`src/rtl/ift_sr_monitor.sv`:
```
// Runtime monitor for an SR cell with information-flow taint: compares the cell's Q/Q_t
// against a reference model over a START/STOP window and reports error counts via valid/ready.
module ift_sr_monitor #(
   parameter int WIDTH   = 2,
   parameter int TAINT_W = 32
) (
   input  logic               CLK,
   input  logic               SRST,
   input  logic               START,
   input  logic               STOP,
   input  logic [WIDTH-1:0]   SET,
   input  logic [WIDTH-1:0]   CLR,
   input  logic [TAINT_W-1:0] SET_t,
   input  logic [TAINT_W-1:0] CLR_t,
   input  logic [WIDTH-1:0]   Q,
   input  logic [TAINT_W-1:0] Q_t,
   output logic               RES_VALID,
   input  logic               RES_READY,
   output logic               PASS,
   output logic [15:0]        DATA_ERR,
   output logic [15:0]        TAINT_ERR,
   output logic [15:0]        FIRST_FAIL
);

   typedef enum logic [1:0] {IDLE, RUN, DRAIN, REPORT} state_t;

   state_t             state;
   logic [WIDTH-1:0]   ref_q;
   logic [WIDTH-1:0]   exp_q;
   logic [TAINT_W-1:0] exp_t;
   logic [TAINT_W-1:0] exp_t_nxt;
   logic [15:0]        sample_idx;
   logic               fail_seen;
   logic               data_mis;
   logic               taint_mis;

   // fail_seen disambiguates a genuine first failure at index 16'hFFFF from "no failure yet"
   always_comb begin
      exp_q     = (ref_q | SET) & ~CLR;
      exp_t_nxt = ((|SET) || (|CLR)) ? (exp_t | SET_t | CLR_t) : exp_t;
      data_mis  = (Q != exp_q);
      taint_mis = (Q_t != exp_t_nxt);
   end

   always_ff @(posedge CLK) begin
      if (SRST) begin
         state      <= IDLE;
         RES_VALID  <= 1'b0;
         PASS       <= 1'b0;
         DATA_ERR   <= '0;
         TAINT_ERR  <= '0;
         FIRST_FAIL <= '1;
         fail_seen  <= 1'b0;
         ref_q      <= '0;
         exp_t      <= '0;
         sample_idx <= '0;
      end else begin
         case (state)
            IDLE: begin
               if (START) begin
                  state      <= RUN;
                  PASS       <= 1'b0;
                  DATA_ERR   <= '0;
                  TAINT_ERR  <= '0;
                  FIRST_FAIL <= '1;
                  fail_seen  <= 1'b0;
                  ref_q      <= '0;
                  exp_t      <= '0;
                  sample_idx <= '0;
               end
            end
            RUN: begin
               ref_q      <= exp_q;
               exp_t      <= exp_t_nxt;
               sample_idx <= sample_idx + 16'd1;
               if (data_mis && (DATA_ERR != 16'hFFFF))
                  DATA_ERR <= DATA_ERR + 16'd1;
               if (taint_mis && (TAINT_ERR != 16'hFFFF))
                  TAINT_ERR <= TAINT_ERR + 16'd1;
               if ((data_mis || taint_mis) && !fail_seen) begin
                  FIRST_FAIL <= sample_idx;
                  fail_seen  <= 1'b1;
               end
               if (STOP)
                  state <= DRAIN;
            end
            DRAIN: begin
               state     <= REPORT;
               RES_VALID <= 1'b1;
               PASS      <= (DATA_ERR == 16'd0) && (TAINT_ERR == 16'd0);
            end
            REPORT: begin
               if (RES_READY) begin
                  state     <= IDLE;
                  RES_VALID <= 1'b0;
               end
            end
            default: state <= IDLE;
         endcase
      end
   end

endmodule

```
`config.mk`:
```
export PLATFORM = sky130hd
export DESIGN_NAME = ift_sr_monitor
export DESIGN_NICKNAME = d
export VERILOG_FILES = /design/src/rtl/ift_sr_monitor.sv
export SDC_FILE = /design/constraint.sdc
export NUM_CORES = 1
export LEC_CHECK = 0
export BUFFER_PORTS_ARGS = -buffer_cell sky130_fd_sc_hd__buf_2
export CAP_MARGIN = 20
export CORE_MARGIN = 2
export CORE_UTILIZATION = 40
export DETAILED_ROUTE_END_ITERATION = 16
export GPL_TIMING_DRIVEN = 0
export RECOVER_POWER = 25
export SLEW_MARGIN = 20
export SYNTH_ARGS = -nofsm -noshare
export SYNTH_HDL_FRONTEND = slang
export SYNTH_SLANG_ARGS = --single-unit
```
`constraint.sdc`:
```
create_clock -name CLK -period 2.7 [get_ports CLK]
set_input_delay 0.27 -clock CLK [delete_from_list [all_inputs] [get_ports CLK]]
set_output_delay 0.27 -clock CLK [all_outputs]
set_load 0.1 [all_outputs]
```
==> Word-level counts from Yosys, hierarchy flattened <==
Index checks and enable logic that the tools add are counted.
{ "totals": {"ff_bits": 103, "inputBits": 107, "output_inout_bits": 50, "word_cells": 77} }
{ "classes": {"bitwise_logic": 5, "n_eq_ne": 13, "reduce_logical": 22, "addsub": 3, "n_mux": 24} }
{ "op_table": {"columns": ["operator", "n"], "rows": [
  ["16-bit case mux with 2 select lines", 4],
  ["16-bit 2-to-1 mux", 5],
  ["32-bit 2-to-1 mux", 2],
  ["32-bit OR", 2],
  ["32-bit case mux with 2 select lines", 1],
  ["16-bit by 1-bit adder with 16-bit output, second input constant", 3],
  ["16-bit zero test", 2],
  ["16-bit != test, second input constant", 2],
  ["32-bit != test", 1],
  ["2-bit != test, second input constant", 6],
  ["3-bit AND reduction", 4],
  ["2-bit 2-to-1 mux", 4],
  ["2-bit case mux with 4 select lines", 1],
  ["1-bit case mux with 2 select lines", 3],
  ["2-bit AND reduction", 3],
  ["2-bit nonzero test", 3],
  ["2-bit equality test, second input constant", 2],
  ["1-bit logical AND", 4],
  ["2-bit case mux with 2 select lines", 1],
  ["2-bit OR reduction", 2],
  ["1-bit 2-to-1 mux", 3],
  ["2-bit AND", 1],
  ["2-bit by 1-bit equality test with 1-bit output, second input constant", 1],
  ["2-bit zero test", 1],
  ["other kinds (5)", 6]
]} }

==> Depth between registers and ports, before layout <==
Gate-level depths: netlist (run 1).
{ "depth": {"ltp_word": 8, "depth_mapped": 11, "depth_no_buf": 9} }

==> Worst setup path after synthesis (run 1) <==
OpenSTA, ideal clock, no wires.
{ "synth_path": {"kind": "register to register", "startpoint": "register DATA_ERR[2]", "endpoint": "register DATA_ERR[13]", "period_less_slack_ns": 3.161, "arrival_time_ns": 3.034, "stages_incl_launch_ff": 10, "setup_slack_ns": -0.461, "path_cell_list": "dfxtp_1 > and4_1 > clkbuf_1 > nand4_1 > or3_1 > a31oi_1 > buf_2 > nor3_1 > xnor2_1 > nor2_1"} }
{ "synth_between": {"elab_chain_cells": 4, "word_cells_on_any_way": 7, "classes_between": "add/sub (1); eq/ne (2); mux (2); reduce/logical (2)"} }
{ "synth_rtl": {"columns": ["element", "line", "rtl"], "rows": [
  ["from (decl)", "20", "output logic [15:0] DATA_ERR,"],
  ["from (signal assigned)", "77", "DATA_ERR <= DATA_ERR + 16'd1;"],
  ["branches (longest 4 deep; another with 16-bit by 1-bit adder with 16-bit output)", null, null]
]} }
Parallel ways; which one is timed is not known. The select of a mux whose other input is x is not followed.
A chain may end at the register's enable or synchronous reset.

==> Worst setup path after layout (run 1) <==
{ "layout_path": {"startpoint": "input SET[0]", "endpoint": "register TAINT_ERR[0]"} }
{ "layout_between": {"elab_chain_cells": 7} }
{ "layout_rtl": {"columns": ["element", "line", "rtl"], "rows": [
  ["from (decl)", "11", "input logic [WIDTH-1:0] SET,"],
  ["2-bit OR reduction", "40", "exp_t_nxt = ((|SET) || (|CLR)) ? (exp_t | SET_t | CLR_t) : exp_t;"],
  ["1-bit logical OR", "40", null],
  ["32-bit 2-to-1 mux", "40", null],
  ["32-bit != test", "42", "taint_mis = (Q_t != exp_t_nxt);"],
  ["1-bit logical AND", "78", "if (taint_mis && (TAINT_ERR != 16'hFFFF))"],
  ["2-bit != test (no source line)", null, null],
  ["3-bit AND reduction (no source line)", null, null],
  ["to (signal assigned)", "79", "TAINT_ERR <= TAINT_ERR + 16'd1;"],
  ["to (decl)", "21", "output logic [15:0] TAINT_ERR,"]
]} }
No other way between the ends.

==> results of run 1 <==
area by class of cell:
type                            count  area (sq um)  area share (%)
Multi-Input combinational cell    542          3190            47.2
Sequential cell                   103          2090            30.9
Timing Repair Buffer              159           761            11.2
Clock buffer                       14           284            4.20
Tap cell                          176           220            3.26
Buffer                             28           180            2.66
Inverter                            9          33.8           0.500
critical path: stages:
cell	delay, ns
buf_2	0.13
or4_1	0.52
buf_2	0.18
buf_6	0.16
a211oi_1	0.22
o22ai_1	0.14
nor4_2	0.33
and4_4	0.33
buf_4	0.14
buf_4	0.17
nor2_1	0.10
mux2i_1	0.14
cells in the mapped netlist (2+ instances only):
library cell and n:
buf_2 5, a21oi_1 55, o22ai_1 16, o21ai_0 61, nand3b_1 2, or3_1 17, xnor2_1 12, mux2i_1 6
nand3_1 21, or2_2 33, o31ai_1 6, clkbuf_1 13, dfxtp_1 103, nor4b_1 2, nor4_1 10, o22a_1 15
and4_1 4, nand2b_1 2, nor3_1 11, nor3b_1 2, and2_1 2, o21ai_1 18, o21a_1 2, o211ai_1 2
ha_1 10, nor2_1 70, xor2_1 12, or4_1 9, nand2_1 75, and3_1 10, buf_6 7, nand4_1 11
buf_1 2, inv_1 9, a211oi_1 33, o21bai_1 2
what timing repair did:
action / in CTS / in global routing
pin swaps: 1 / 3
resized for setup: 6 / 17
setup buffers: 1 / 3
endpoints found under the setup margin: 77 / 75
metrics by stage:
stage | area, sq um | hold WS (ns)
after detailed placement | 6420 | 0.449
final | 6760 | 0.215
after CTS | 6730 | 0.196
after global placement | 6420 | 0.443
after global routing | 6760 | 0.215
after floorplan | 5430 | 0.410
layout by cell type (no fill, tap or decap), types with 15 or more instances in the layout:
| cell type | n |
|---|---|
| buf_2 | 123 |
| dfxtp_1 | 88 |
| nand2_1 | 75 |
| nor2_1 | 69 |
| o21ai_0 | 60 |
| a21oi_1 | 55 |
| clkbuf_1 | 44 |
| or2_2 | 33 |
| a211oi_1 | 32 |
| nand3_1 | 20 |
| o21ai_1 | 18 |
| or3_1 | 17 |
| o22ai_1 | 16 |
| o22a_1 | 15 |
per-layer routing:
layer / routed length (um) / global-route usage (%) / vias to the layer above
li1: - / - / 2841
met5: 35 / 0 / -
met2: 7460 / 37.9 / 196
met4: 326 / 6.69 / 6
met3: 1060 / 6.04 / 35
met1: 7290 / 28.4 / 2640
registers in the layout (all words and copies together), names as in the netlist:
| name | count |
|---|---|
| sample_idx | 16 |
| exp_t | 32 |
| FIRST_FAIL | 16 |
| fail_seen | 1 |
| PASS | 1 |
| DATA_ERR | 16 |
| state | 2 |
| TAINT_ERR | 16 |
| ref_q | 2 |
| RES_VALID | 1 |
worst max path at each step:
stage                           start        endpoint  depth (start not counted)
final                          SET[0]    TAINT_ERR[0]                         12
after global routing           SET[0]    TAINT_ERR[1]                         12
after CTS                      SET[0]  FIRST_FAIL[10]                         11
after detailed placement       SET[0]  FIRST_FAIL[10]                         10
after global placement         SET[0]   FIRST_FAIL[6]                         10
after floorplan           DATA_ERR[6]    DATA_ERR[13]                          8
where the power goes:
part	total (W)	switching (W)	internal (W)
Clock	0.00126	0.000544	0.000717
Combinational	0.00243	0.00177	0.000659
Sequential	0.00203	0.000220	0.00181
Total	0.00572	0.00253	0.00319
cell families (layout without fill, tap and decap cells):
group | Yosys count | after routing | share of synthesized area (%)
AND/OR/NAND/NOR | 284 | 284 | 26.2
AO/OA/AOI/OAI | 218 | 218 | 24.5
flip-flops | 103 | 103 | 38.2
buffers and inverters | 37 | 210 | 3.73
XOR/XNOR | 24 | 24 | 3.89
adder cells (fa/ha/maj) | 10 | 10 | 2.32
multiplexers | 6 | 6 | 1.11
==> out/results.tsv, run 1 <==
stage	metric	value	unit
setup_path	crit_fanout	10	
timing	setup_violations	0	
clock_network	numCtsBuffers	9	
drt	first_pass_iters	5	
placed_design	gp_congestion	0.877	
finish	diodes	0	
grt	track_usage	22.6	%
setup_path	critPathKind	primary input to flip-flop	
power	vdd_drop_max	0.505	mV
logic_synthesis	syn_inst	682	
logic_synthesis	synth.avg_cell_area	7.91	sq um
finish	fin_cells	1031	
setup_path	r2r-start	DATA_ERR[3]	
placed_design	post-place-ws	-0.540	ns
clock_network	clock_tree.root_cell	clkbuf_16	
placed_design	portBuffers	155	
timing	worst_slew_pin_slew	1.18	ns
finish	syn_to_final_growth	25.3	%
grt	grt_pass1_vias	5330	
timing	rsz0062_at_grt	no	
logic_synthesis	synth_edf_count	0	
floorplan	num_io_pins	157	
flow_run	cap_violations	0	
logic_synthesis	synth_area	5400	sq um
logic_synthesis	netlist_top_cells_area	dfxtp_1 38%, o21ai_0 5.7%, nand2_1 5.2%, a21oi_1 5.1%, nor2_1 4.9%	
setup_path	r2r-end	DATA_ERR[9]	
timing	max_freq	383	MHz
logic_synthesis	synth.largest_area_cell	dfxtp_1	
setup_path	cp-start-kind	primary input	
placed_design	hpwl	12200	um
logic_synthesis	synth_nets	799	
grt	antenna_found_initial	3	
power	power	0.00572	W
drt	vias_per_cell	5.55	
floorplan	die-width	120	um
drt	vias	5718	
grt	grt_pass1_wl	26000	um
finish	fin_util	51.3	%
drt	wl_per_cell	15.7	um
placed_design	placedCellCount	1013	
timing	skew	0.00504	ns
power	p_leak	2.54	nW
timing	fin_crit	2.61	ns
setup_path	required	2.93	ns
logic_synthesis	postSynth.topFlopCell	dfxtp_1	
logic_synthesis	synthDistinctLibCells	48	
setup_path	endpoint_kind	flip-flop	
floorplan	core	13200	sq um
logic_synthesis	ys_ff_latch	103	
drt	drc	0	
setup_path	r2r_slack	0.16	ns
clock_network	cts_max_level	3	
floorplan	die_h	120	um
drt	routed_wl	16200	um
finish	nNetsFinal	969	
timing	drv_slew	0	
floorplan	dieArea	14400	sq um
floorplan	row_count	42	
grt	grt_max_degree	15	
logic_synthesis	yosysSeqAreaShare	38.2	%
setup_path	r2r_cells	9	
timing	fin_crit_sh	96.8	%
status	status	complete, no violations	
clock_network	ctsHoldBuffers	0	
worst_hold_path	min_from	SET[1]	
clock_network	cts_buffer_depth	2	
setup_path	cp.arrival	2.84	ns
worst_hold_path	whs_endpoint	ref_q[1]	
power	power.density	846	nW/um^2
finish	drive_above_1_share	25.4	%
floorplan	initial_core_util	40.9	%
timing	hold_viol	0	
drt	drt_iter0_markers	386	
timing	fin_ws	0.0860	ns
clock_network	worstSkewPairLatency	0.35	ns
timing	setup_tns	0	ns
worst_hold_path	hold_class	primary input to flip-flop	
logic_synthesis	async_reset_ff_share	0	%
logic_synthesis	ys.warnings.count	0	
clock_network	cts_tree	built	
clock_network	clock_sinks	103	
timing	max_slew_margin	21.5	%
grt	grt_overflow	0	
drt	ant_nets	0	
worst_hold_path	whs_path_depth	3	
clock_network	clk_pin_slew	0.06	ns
finish	fillers	1331	
logic_synthesis	synth_top_area_share	38.2	%
(Power assumes the default switching activity.)
==> run 2: changes to the inputs <==
- SETUP_SLACK_MARGIN: unset -> 0.3
==> run 2 against run 1 <==
  * Sequential share of layout area down 1.9 points
  * Wire length is 5.2% higher
  * Total power grew 4.6%
  * Via count is 1.3% higher
  * Register-to-register slack better by 0.23 ns
  * Clock-buffer cell count down 2
  * Critical endpoint is now FIRST_FAIL[11]
  * Critical path depth down 1
  * Final area grew 7.5%
  * Clock skew rose by 0.0053 ns
  * Utilization increased by 3.8 points
==> out/results.tsv, run 2 (same netlist as run 1, synthesis figures left out) <==
stage	metric	value	unit	change
status	status	complete, no violations		unchanged
floorplan	die-width	120	um	unchanged
drt	drc	0		unchanged
power	vdd_drop_max	0.413	mV	was 0.505 mV
timing	rsz0062_at_grt	yes		was no
finish	mostFrequentLayoutCells	119 x buf_2, 79 x dfxtp_1, 75 x nand2_1		was 123 x buf_2, 88 x dfxtp_1, 75 x nand2_1
worst_hold_path	whs_path_depth	3		unchanged
floorplan	num_io_pins	157		unchanged
grt	antenna_found_initial	1		was 3
timing	worst_slew_pin_slew	1.20	ns	was 1.18 ns
finish	diodes	0		unchanged
power	power.density	823	nW/um^2	was 846 nW/um^2
setup_path	cp_top_family	simple AND/OR/NAND/NOR gates		unchanged
power	p_leak	2.74	nW	was 2.54 nW
timing	setup_tns	0	ns	unchanged
floorplan	die_h	120	um	unchanged
finish	fillers	1278		was 1,331
clock_network	ctsHoldBuffers	0		unchanged
timing	fin_ws	0.212	ns	was 0.0860 ns
setup_path	critical_path.most_common_cell	buf_12		
clock_network	clock_tree.root_cell	clkbuf_16		unchanged
placed_design	post-place-ws	-0.597	ns	was -0.540 ns
placed_design	portBuffers	155		unchanged
floorplan	initial_core_util	40.9	%	unchanged
clock_network	worstSkewPairLatency	0.35	ns	about the same
timing	max_freq	402	MHz	was 383 MHz
setup_path	r2r_cells	9		unchanged
setup_path	r2r_slack	0.39	ns	was 0.16 ns
setup_path	required	2.94	ns	was 2.93 ns
setup_path	r2r-end	DATA_ERR[11]		was DATA_ERR[9]
setup_path	endpoint_kind	flip-flop		unchanged
drt	ant_nets	0		unchanged
setup_path	cp.arrival	2.73	ns	was 2.84 ns
timing	fin_crit	2.49	ns	was 2.61 ns
floorplan	core	13200	sq um	unchanged
clock_network	cts_buffer_depth	2		unchanged
clock_network	cts_tree	built		unchanged
grt	grt_max_degree	16		was 15
finish	syn_to_final_growth	34.6	%	was 25.3%
finish	final_common_cell	buf_2		unchanged
floorplan	row_count	42		unchanged
timing	skew	0.0103	ns	was 0.00504 ns
placed_design	gp_congestion	0.888		was 0.877
drt	vias	5792		was 5,718
flow_run	cap_violations	0		unchanged
clock_network	cts_max_level	3		unchanged
clock_network	numCtsBuffers	9		unchanged
clock_network	clock_sinks	103		unchanged
setup_path	crit_fanout	7		was 10
timing	fin_crit_sh	92.1	%	was 96.8%
setup_path	setup.worst_path.start	SET[0]		unchanged
setup_path	cp_num_buf_inv	4		was 5
clock_network	clk_pin_slew	0.06	ns	about the same
grt	grt_overflow	0		unchanged
timing	fin_hold_ws	0.219	ns	was 0.215 ns
finish	nNetsFinal	989		was 969
setup_path	r2r-start	DATA_ERR[3]		unchanged
grt	grt_pass1_wl	27100	um	was 26,000 um
finish	multi_input_area	3380	sq um	was 3190 sq um
setup_path	path_cells	buf_8 > or4_4 > buf_12 > buf_12 > a211oi_4 > o22ai_2 > nor4_2 > and4_4 > a31oi_4 > buf_6 > o22a_1		was buf_2 > or4_1 > buf_2 > buf_6 > a211oi_1 > o22ai_1 > nor4_2 > and4_4 > buf_4 > buf_4 > nor2_1 > mux2i_1
drt	wl_per_cell	16.2	um	was 15.7 um
placed_design	placedCellCount	1013		unchanged
grt	track_usage	23.7	%	was 22.6%
finish	fin_cells	1052		was 1,031
worst_hold_path	whs_endpoint	ref_q[1]		unchanged
finish	drive_above_1_share	32.0	%	was 25.4%
timing	setup_violations	0		unchanged
drt	vias_per_cell	5.51		was 5.55
timing	drv_slew	0		unchanged
worst_hold_path	min_from	SET[1]		unchanged
drt	first_pass_iters	5		unchanged
grt	grt_pass1_vias	5470		was 5,330
timing	max_slew_margin	20.6	%	was 21.5%
power	power	0.00598	W	was 0.00572 W
floorplan	dieArea	14400	sq um	unchanged
setup_path	cp-start-kind	primary input		unchanged
finish	regArea	2110	sq um	was 2090 sq um
setup_path	critPathKind	primary input to flip-flop		unchanged
placed_design	hpwl	12600	um	was 12,200 um
drt	drt_iter0_markers	347		was 386
worst_hold_path	hold_class	primary input to flip-flop		unchanged
setup_path	crit_slowest_cell	or4_4		was or4_1
finish	largest_register	exp_t		unchanged
setup_path	critPathMaxStageDelay	0.54	ns	was 0.52 ns
drt	routed_wl	17000	um	was 16,200 um
timing	hold_viol	0		unchanged
finish	largest_register_ffs	32		unchanged
-- run 2: stage by stage --
step           cell area, sq um  util [%]
2_1_floorplan              5560         -
3_3_place_gp               6560      49.7
3_5_place_dp               6560      49.7
4_1_cts                    7150      54.2
5_1_grt                    7270      55.1
6_report                   7270      55.1
-- run 2: worst max-delay path by stage --
stage / to / slack [ns] / cells after the start
final: FIRST_FAIL[11] / 0.21 / 11
after detailed placement: FIRST_FAIL[8] / -0.60 / 10
after global placement: FIRST_FAIL[6] / -0.57 / 10
after floorplan: fail_seen / 0.27 / 11
after CTS: FIRST_FAIL[15] / 0.22 / 11
after global routing: FIRST_FAIL[8] / 0.13 / 11
-- run 2: what timing repair did --
action / 4_1_cts / 5_1_grt
setup buffers: 12 / 9
endpoints found under the setup margin: 87 / 87
resized for setup: 43 / 23
cloned: 3 / 0
pin swaps: 6 / 6
-- run 2: worst register-to-register path: stages, from the launching register on --
cell and delay, ns:
dfxtp_4 0.38, and4_1 0.18, clkbuf_1 0.21, nand4_1 0.23, or3_4 0.46, a31oi_4 0.26
buf_4 0.22, nor3_1 0.07, xnor2_1 0.13, nor2_1 0.05
-- run 2: area by class of cell --
class | count | area share (%)
inverter | 9 | 0.465
sequential | 103 | 29.1
timing repair buffer | 179 | 13.6
clock buffer | 12 | 3.39
multi-input combinational | 542 | 46.6
clock inverter | 3 | 0.603
buffer | 28 | 3.31
tap | 176 | 3.03
-- run 2: power by group --
group	internal, W	switching, W	total, W
Clock	0.000741	0.000571	0.00131
Combinational	0.000781	0.00184	0.00262
Sequential	0.00181	0.000244	0.00205
-- run 2: layer usage --
layer  wire length (um)  GRT usage [%]  vias up
met5                 14              0        -
met4                280           6.32        2
met3               1150           6.13       25
met2               8030           40.6      198
met1               7550           29.4     2698
li1                   -              -     2869
==> run 3: changes to the inputs <==
- SETUP_SLACK_MARGIN: 0.3 -> 0.2
==> run 3 against run 2 <==
  * Die area did not move
  * Critical endpoint is now FIRST_FAIL[13]
  * Highest routed layer unchanged
  * Non-clock buffer count fell by 6
  * Critical path depth did not move
  * Largest cell class unchanged
==> out/results.tsv, run 3 (same netlist as run 1, synthesis figures left out) <==
stage	metric	value	unit	change
status	status	complete, no violations		unchanged
floorplan	num_io_pins	157		unchanged
timing	hold_viol	0		unchanged
clock_network	clock_sinks	103		unchanged
power	vdd_drop_max	0.463	mV	was 0.413 mV
grt	grt.busiest_layer	met2		unchanged
clock_network	cts_tree	built		unchanged
drt	ant_nets	0		unchanged
flow_run	cap_violations	0		unchanged
floorplan	die_h	120	um	unchanged
setup_path	crit_fanout	6		was 7
drt	drt_iter0_markers	436		was 347
finish	syn_to_final_growth	31.6	%	was 34.6%
timing	fin_crit	2.55	ns	was 2.49 ns
setup_path	r2r_slack	0.37	ns	was 0.39 ns
drt	routed_wl	17700	um	was 17,000 um
floorplan	initial_core_util	40.9	%	unchanged
floorplan	die-width	120	um	unchanged
floorplan	core	13200	sq um	unchanged
grt	use_met2	41.3	%	was 40.6%
clock_network	clock_tree.root_cell	clkbuf_16		unchanged
clock_network	numCtsBuffers	9		unchanged
grt	grt_pass1_vias	5486		was 5,470
floorplan	row_count	42		unchanged
grt	grt_pass1_wl	27200	um	was 27,100 um
clock_network	cts_max_level	3		unchanged
setup_path	required	2.94	ns	about the same
finish	largest_register	exp_t		unchanged
placed_design	portBuffers	155		unchanged
drt	vias	5887		was 5,792
grt	met3_usage	5.70	%	was 6.13%
timing	max_freq	392	MHz	was 402 MHz
power	p_leak	2.68	nW	was 2.74 nW
timing	fin_ws	0.146	ns	was 0.212 ns
clock_network	clk_pin_slew	0.06	ns	about the same
timing	setup_violations	0		unchanged
placed_design	post-place-ws	-0.651	ns	was -0.597 ns
clock_network	worstSkewPairLatency	0.35	ns	about the same
worst_hold_path	hold_class	primary input to flip-flop		unchanged
drt	wl_per_cell	16.9	um	was 16.2 um
grt	track_usage	23.8	%	was 23.7%
timing	skew	0.00930	ns	was 0.0103 ns
drt	vias_per_cell	5.62		was 5.51
finish	largest_register_ffs	32		unchanged
timing	rsz0062_at_grt	yes		unchanged
setup_path	critPathKind	primary input to flip-flop		unchanged
drt	drc	0		unchanged
finish	drive_above_1_share	29.5	%	was 32.0%
grt	grt_max_degree	16		unchanged
setup_path	endpoint_kind	flip-flop		unchanged
setup_path	cp.arrival	2.79	ns	was 2.73 ns
power	power.density	841	nW/um^2	was 823 nW/um^2
timing	drv_slew	0		unchanged
grt	antenna_found_initial	1		unchanged
drt	first_pass_iters	5		unchanged
floorplan	dieArea	14400	sq um	unchanged
timing	fin_crit_sh	94.6	%	was 92.1%
placed_design	gp_congestion	0.886		was 0.888
timing	max_slew_margin	21.5	%	was 20.6%
timing	fin_hold_ws	0.215	ns	was 0.219 ns
timing	worst_slew_pin_slew	1.18	ns	was 1.20 ns
finish	final_common_cell	buf_2		unchanged
finish	mostFrequentLayoutCells	118 x buf_2, 81 x dfxtp_1, 74 x nand2_1		was 119 x buf_2, 79 x dfxtp_1, 75 x nand2_1
grt	grtUsageMet1	29.1	%	was 29.4%
power	power	0.00597	W	was 0.00598 W
grt	grt_overflow	0		unchanged
clock_network	ctsHoldBuffers	0		unchanged
clock_network	cts_buffer_depth	2		unchanged
placed_design	hpwl	12600	um	about the same
setup_path	cp-start-kind	primary input		unchanged
finish	nNetsFinal	983		was 989
[run 3: area by class of cell]
class                           instances  area [sq um]
Antenna cell                            1          2.50
Buffer                                 28           213
Clock buffer                           12           256
Clock inverter                          3          42.5
Fill cell                            1262          6090
Inverter                                9          33.8
Multi-Input combinational cell        542          3280
Sequential cell                       103          2110
Tap cell                              176           220
Timing Repair Buffer                  173           941
[run 3: path summary, 6_finish.rpt]
check	from	end	depth (start not counted)
setup / recovery	CLR[1]	FIRST_FAIL[13]	11
hold / removal	SET[0]	ref_q[0]	3
setup reg to reg	state[0]	FIRST_FAIL[13]	8
hold reg to reg	exp_t[2]	exp_t[2]	2
[run 3: layer usage]
| metal | up-vias | part of all wire [%] |
|---|---|---|
| met5 | - | 0.040 |
| met4 | 2 | 2.2 |
| met3 | 35 | 6.5 |
| met2 | 225 | 47 |
| met1 | 2765 | 44 |
| li1 | 2860 | - |
[run 3: critical path, stage by stage]
cell	delay (ns)
buf_8	0.10
or4_4	0.54
buf_8	0.16
buf_12	0.14
a211oi_4	0.24
o22ai_2	0.13
nor4_2	0.32
and4_4	0.34
a31oi_4	0.16
buf_6	0.20
o22a_1	0.18
[run 3: per-stage QoR]
stage / setup TNS (ns) / instance area, sq um / std cells / utilization, %
finish: 0 / 7100 / 1047 / 53.8
global placement: -20.37 / 6450 / 1013 / 48.9
floorplan: 0 / 5450 / 682 / -
global route: 0 / 7100 / 1046 / 53.8
detailed placement: -22.55 / 6450 / 1013 / 48.9
CTS: 0 / 6920 / 1039 / 52.4
[run 3: report_power, final]
group	internal, W	switching, W
combinational	0.000755	0.00184
clock	0.000764	0.000578
sequential	0.00181	0.000228
[run 3: timing repair]
item                                    in CTS  in global routing
cloned                                       1                  3
endpoints found under the setup margin      87                 63
setup buffers                               10                  4
pin swaps                                    8                 42
gates resized for setup                     25                 41
